`src/rtl/xor_fold_pkg.sv`:
```
`default_nettype none
// +------------------------------------------------------------------+
// | xor_fold_pkg : shared widths, fold helper and tag-width helper    |
// | Revision 1.0                                                     |
// +------------------------------------------------------------------+
package xor_fold_pkg;

   localparam int IN_W_DEF  = 32;
   localparam int OUT_W_DEF = 16;

   // Requester tag width: clog2 of the requester count, never below one bit.
   function automatic int id_width(input int n);
      return (n <= 2) ? 1 : $clog2(n);
   endfunction

   function automatic logic [OUT_W_DEF-1:0] fold(input logic [IN_W_DEF-1:0] x);
      return x[IN_W_DEF-1:OUT_W_DEF] ^ x[OUT_W_DEF-1:0];
   endfunction

endpackage
`default_nettype wire

```
`src/rtl/xor_fold_unit.sv`:
```
`default_nettype none
// +------------------------------------------------------------------+
// | xor_fold_unit : combinational upper^lower fold of two operands   |
// | Revision 1.0                                                     |
// +------------------------------------------------------------------+
module xor_fold_unit
   import xor_fold_pkg::*;
#(
   parameter int OUT_W = OUT_W_DEF
) (
   input  logic [2*OUT_W-1:0] a,
   input  logic [2*OUT_W-1:0] b,
   output logic [OUT_W-1:0]   aa,
   output logic [OUT_W-1:0]   bb
);

   for (genvar g = 0; g < OUT_W; g++) begin : g_cell
      assign aa[g] = a[g+OUT_W] ^ a[g];
      assign bb[g] = b[g+OUT_W] ^ b[g];
   end

endmodule
`default_nettype wire

```
`src/rtl/xor_fold_arbiter.sv`:
```
`default_nettype none
// +------------------------------------------------------------------+
// | xor_fold_arbiter : round-robin share of one XOR-fold datapath    |
// | feeding a 2-entry tagged output FIFO.         Revision 1.0       |
// +------------------------------------------------------------------+
module xor_fold_arbiter
   import xor_fold_pkg::*;
#(
   parameter int NUM_REQ = 4,
   parameter int IN_W    = IN_W_DEF,
   parameter int OUT_W   = OUT_W_DEF,
   parameter int ID_W    = id_width(NUM_REQ)
) (
   input  logic                    clk,
   input  logic                    rst,
   input  logic [NUM_REQ-1:0]      req_valid,
   output logic [NUM_REQ-1:0]      req_ready,
   input  logic [NUM_REQ*IN_W-1:0] req_a,
   input  logic [NUM_REQ*IN_W-1:0] req_b,
   output logic                    out_valid,
   input  logic                    out_ready,
   output logic [OUT_W-1:0]        out_aa,
   output logic [OUT_W-1:0]        out_bb,
   output logic [ID_W-1:0]         out_id
);

   localparam logic [ID_W:0]   NUM_C    = NUM_REQ[ID_W:0];
   localparam logic [ID_W-1:0] LAST_IDX = ID_W'(NUM_REQ - 1);

   logic [ID_W-1:0]  ptr;
   logic [ID_W-1:0]  grant_idx;
   logic             grant_any;
   logic [ID_W:0]    cand;
   logic             space;
   logic             push;
   logic             pop;
   logic [IN_W-1:0]  sel_a;
   logic [IN_W-1:0]  sel_b;
   logic [OUT_W-1:0] fold_aa;
   logic [OUT_W-1:0] fold_bb;

   logic [OUT_W-1:0] mem_aa [2];
   logic [OUT_W-1:0] mem_bb [2];
   logic [ID_W-1:0]  mem_id [2];
   logic             wr_ptr;
   logic             rd_ptr;
   logic [1:0]       count;

   assign out_valid = (count != 2'd0);
   assign pop       = out_valid & out_ready;
   assign space     = (count < 2'd2) | pop;

   // Scan downward so the candidate closest to ptr (smallest offset) wins.
   always_comb begin
      grant_any = 1'b0;
      grant_idx = '0;
      cand      = '0;
      if (space && !rst) begin
         for (int k = NUM_REQ - 1; k >= 0; k--) begin
            cand = {1'b0, ptr} + k[ID_W:0];
            if (cand >= NUM_C) cand = cand - NUM_C;
            if (req_valid[cand[ID_W-1:0]]) begin
               grant_any = 1'b1;
               grant_idx = cand[ID_W-1:0];
            end
         end
      end
   end

   always_comb begin
      req_ready = '0;
      if (grant_any) req_ready[grant_idx] = 1'b1;
   end

   assign push  = grant_any;
   assign sel_a = req_a[grant_idx*IN_W +: IN_W];
   assign sel_b = req_b[grant_idx*IN_W +: IN_W];

   xor_fold_unit #(.OUT_W(OUT_W)) u_fold (
      .a  (sel_a),
      .b  (sel_b),
      .aa (fold_aa),
      .bb (fold_bb)
   );

   // When full, a push only happens alongside a pop, so wr_ptr==rd_ptr is safe to overwrite.
   always_ff @(posedge clk) begin
      if (rst) begin
         ptr    <= '0;
         wr_ptr <= 1'b0;
         rd_ptr <= 1'b0;
         count  <= 2'd0;
         for (int e = 0; e < 2; e++) begin
            mem_aa[e] <= '0;
            mem_bb[e] <= '0;
            mem_id[e] <= '0;
         end
      end else begin
         if (push) begin
            mem_aa[wr_ptr] <= fold_aa;
            mem_bb[wr_ptr] <= fold_bb;
            mem_id[wr_ptr] <= grant_idx;
            wr_ptr         <= ~wr_ptr;
            ptr            <= (grant_idx == LAST_IDX) ? '0 : grant_idx + 1'b1;
         end
         if (pop) rd_ptr <= ~rd_ptr;
         case ({push, pop})
            2'b10:   count <= count + 2'd1;
            2'b01:   count <= count - 2'd1;
            default: count <= count;
         endcase
      end
   end

   assign out_aa = mem_aa[rd_ptr];
   assign out_bb = mem_bb[rd_ptr];
   assign out_id = mem_id[rd_ptr];

endmodule
`default_nettype wire

```
`config.mk`:
```
export PLATFORM = sky130hd
export DESIGN_NAME = xor_fold_arbiter
export DESIGN_NICKNAME = d
export VERILOG_FILES = /design/src/rtl/xor_fold_pkg.sv /design/src/rtl/xor_fold_unit.sv /design/src/rtl/xor_fold_arbiter.sv
export SDC_FILE = /design/constraint.sdc
export NUM_CORES = 1
export LEC_CHECK = 0
export ABC_AREA = 1
export BUFFER_PORTS_ARGS = -buffer_cell sky130_fd_sc_hd__buf_2
export CORE_MARGIN = 8
export CORE_UTILIZATION = 35
export DETAILED_ROUTE_END_ITERATION = 10
export HOLD_SLACK_MARGIN = 0.05
export SLEW_MARGIN = 5
export SYNTH_ARGS = -nofsm -noshare
export SYNTH_HDL_FRONTEND = slang
export SYNTH_HIERARCHICAL = 1
export SYNTH_SLANG_ARGS = --single-unit
```
`constraint.sdc`:
```
create_clock -name clk -period 3.05 [get_ports clk]
set_input_delay 0.61 -clock clk [delete_from_list [all_inputs] [get_ports clk]]
set_output_delay 0.61 -clock clk [all_outputs]
set_load 0.02 [all_outputs]
```
==> metrics.md <==
| Metric | Value |
|---|---|
| Outcome | `complete, no violations` |
| Clk slew on worst S/H paths | `0.06 ns` |
| Row count | `between 50 and 60` |
| Worst path max stage delay | `0.41 ns` |
| Fin crit share | `93.2%` |
| Commonest cells post-synth | `nand2_1, inv_1, nand3_1` |
| Combinational fraction of design power | `68.8%` |
| Seq/Total Area, Yosys | `31.4%` |
| Slew margin rel. | `67.6%` |
| Syn avg cell area | `6.01 um2` |
| Clock H-tree levels | `3` |
| Tot Pwr | `9.04 mW` |
| RSZ-0062 raised after global routing | `false` |
| Leading area contributor after synthesis | `edfxtp_1` |
| CTS tree | `done` |
| FILL cells | `2,139` |
| Top_reg_cell synth | `edfxtp_1` |
| IO Pins | `302` |
| Final-report setup violation count | `0` |
| Gr usage total | `between 20% and 30%` |
| FMAX | `352 MHz` |
| Sw frac | `between 50% and 60%` |
| Sequential Power Share | `a little under a fifth` |
| Clk root buf | `clkbuf_16` |
| Clk buf depth | `2` |
| Post-route DRC | `0` |
| Global-route wire length before repair | `40.4 mm` |
| Pin count of the biggest net entering global routing | `71` |
| Critical path startpoint category | `flip-flop` |
| Worst Hold Class | `flip-flop to flip-flop` |
| Initial antenna violation count | `2` |
| CP arrival | `2.23 ns` |
| Largest cells by area after synthesis | `edfxtp_1, nand2_1, nand3_1` |
| Postcts setup bufs | `0` |
| Layout cells sized above 1 | `27.2%` |
| Most frequent cell after synthesis | `nand2_1` |
| Critical path class | `flip-flop to output port` |
| Most Frequent Cell on Critical Path | `nand2_1` |
| Clock sink count | `75` |
| Via Count | `7,709` |
| Final nets | `~1,700` |
| Power Dens Cells | `998 nW/um2` |
| Chip Height | `157 um` |
| CP Max Fanout | `44` |
| Critical path capture point type | `output port` |
| Crit path from | `ptr[0]$_SDFFE_PP0P_` |
| R2R Path Start | `ptr[0]$_SDFFE_PP0P_` |
| Hold Path Origin | `rd_ptr$_SDFFE_PP0P_` |
| Least-Margin Pin Slew | `0.486 ns` |
| Period minus WS final | `approximately 2.8 ns` |
| Post-synth ARST share | `0%` |
| Pint | `4.36 mW` |
| DP Area | `8740 um2` |
| Initial core utilization | `35.7%` |
| Pleak | `5.63 nW` |
| Vias/cell | `4.52` |
| WL final | `roughly 26 mm` |
| Global route total overflow | `0` |
| Seq. cell area | `2180 um2` |
| First-pass iteration count of the detailed router | `5` |
| Worst path slowest cell | `dfxtp_2` |
| Clock power frac | `12.3%` |
| FF+latch count, synth | `75` |
| Syn_nets | `around 1,400` |
| Multi-input logic area | `3490 um2` |
| Max VDD drop | `458 uV` |
| Max-slew violation count | `0` |
| GPL Wtd Cong | `0.844` |
| Synth Cell Area | `6950 um2` |
| Wire per inst | `between 15 and 20 um` |
| Clk_lat worst skew | `0.33 ns` |
| Max cap viols | `0` |
| Final Cell Area | `9060 um2` |
| DR iter-0 viols | `431` |
| Antenna viol nets, final | `0` |
| YS warnings | `6` |
| Core area | `19,500 um2` |
| CP cell instances | `buf_4, nand2_1, nand2_1, inv_1, nand2_1, nand3_1, nand2_1, nand2_1, nand2_4, buf_12, buf_12, nor2_1, buf_2` |
| Post-synth EDFFs | `between 60 and 70` |
| Worst-case clock skew | `roughly 0.0058 ns` |
| Die area | `24,600 um2` |
| Dpl hpwl | `20.8 mm` |
| Setup_tns | `0 ns` |
| Die Wd | `around 160 um` |
| Fin. Hold Viols | `0` |
| Vias in the first global route | `around 7,600` |
| Data required, critical path | `2.44 ns` |
| Area Growth Syn to Fin | `30.3%` |
| Total CTS buffers | `9` |
| Share of the synthesized area in the top cell type | `29.4%` |
| Number of distinct library cells after synthesis | `22` |
| NetSw | `about 4.7 mW` |
| Port Buffers | `301` |
| Cells after Synth | `about 1,200` |
-- per-stage QoR --
step                      worst slack [ns]  hold WS, ns  std cells  util (%)
after detailed placement             0.220        0.433       1688      44.9
after global placement               0.231        0.429       1688      44.9
after global routing                0.0216        0.472       1706      46.5
after floorplan                      0.395        0.426       1157         -
final                                0.208        0.443       1706      46.5
after CTS                            0.123        0.442       1704      46.5
-- logic make-up after synthesis --
family	after synthesis	synth area share, %
fa+ha+maj	2	0.360
buf+inv	307	18.5
mux	34	5.51
compound gates	18	1.46
flops	75	31.4
simple gates	721	42.8
-- sequential cells by signal (all words and copies together) (netlist names), named ones only --
register / cells
rd_ptr: 1
mem_aa: 32
mem_id: 4
count: 2
mem_bb: 32
ptr: 2
wr_ptr: 1
-- power groups by stage --
stage	registers, mW	clock network, mW	logic [mW]
5_1_grt	1.75	1.17	7.01
2_1_floorplan	1.67	0	4.44
3_5_place_dp	1.73	0	6.28
6_report	1.71	1.11	6.22
4_1_cts	1.71	1.14	6.30
3_3_place_gp	1.72	0	6.24
-- layer usage --
metal	GRT usage, %	part of all wire (%)	vias to the layer above
met3	4.85	6.3	25
met2	35.9	48	222
met4	5.68	1.8	0
met1	26.1	44	3404
li1	-	-	4058
met5	0	0	-
-- path summary, 6_finish.rpt --
check	endpoint	slack, ns	cells after the start
setup / recovery	req_ready[2]	0.21	13
hold / removal	flip-flop	0.44	1
setup reg to reg	mem_aa[1][5]$_SDFFCE_PN0P_	0.50	20
hold reg to reg	flip-flop	0.44	1
-- cells in the final DEF (no fill, tap or decap), drive strengths merged --
cell	instances
diode	2
buf	333
clkinvlp	1
dfxtp	7
bufinv	2
and2	1
nand3	199
nor2	75
inv	240
clkbuf	11
o21ai	8
edfxtp	68
a21oi	10
clkinv	2
nand2	446
ha	2
mux2	34
-- final cells by class --
type,instances,area share [%]
repair buffers,333,20.2
clock inverters,5,0.856
diodes,2,0.0552
well taps,265,3.66
inverters,240,9.94
flip-flops and latches,75,24.1
multi-input cells,775,38.5
clock buffers,11,2.57
-- critical path, delay by kind of cell (launching register included) --
family | cells | cell delay [ns]
buf+inv | 5 | 0.83
simple gates | 8 | 0.59
flops | 1 | 0.41
-- repair_timing --
action	4_1_cts	5_1_grt
hold buffers	0	0
endpoints found under the setup margin	0	2
gates resized for setup	0	1
(Power assumes the default switching activity.)
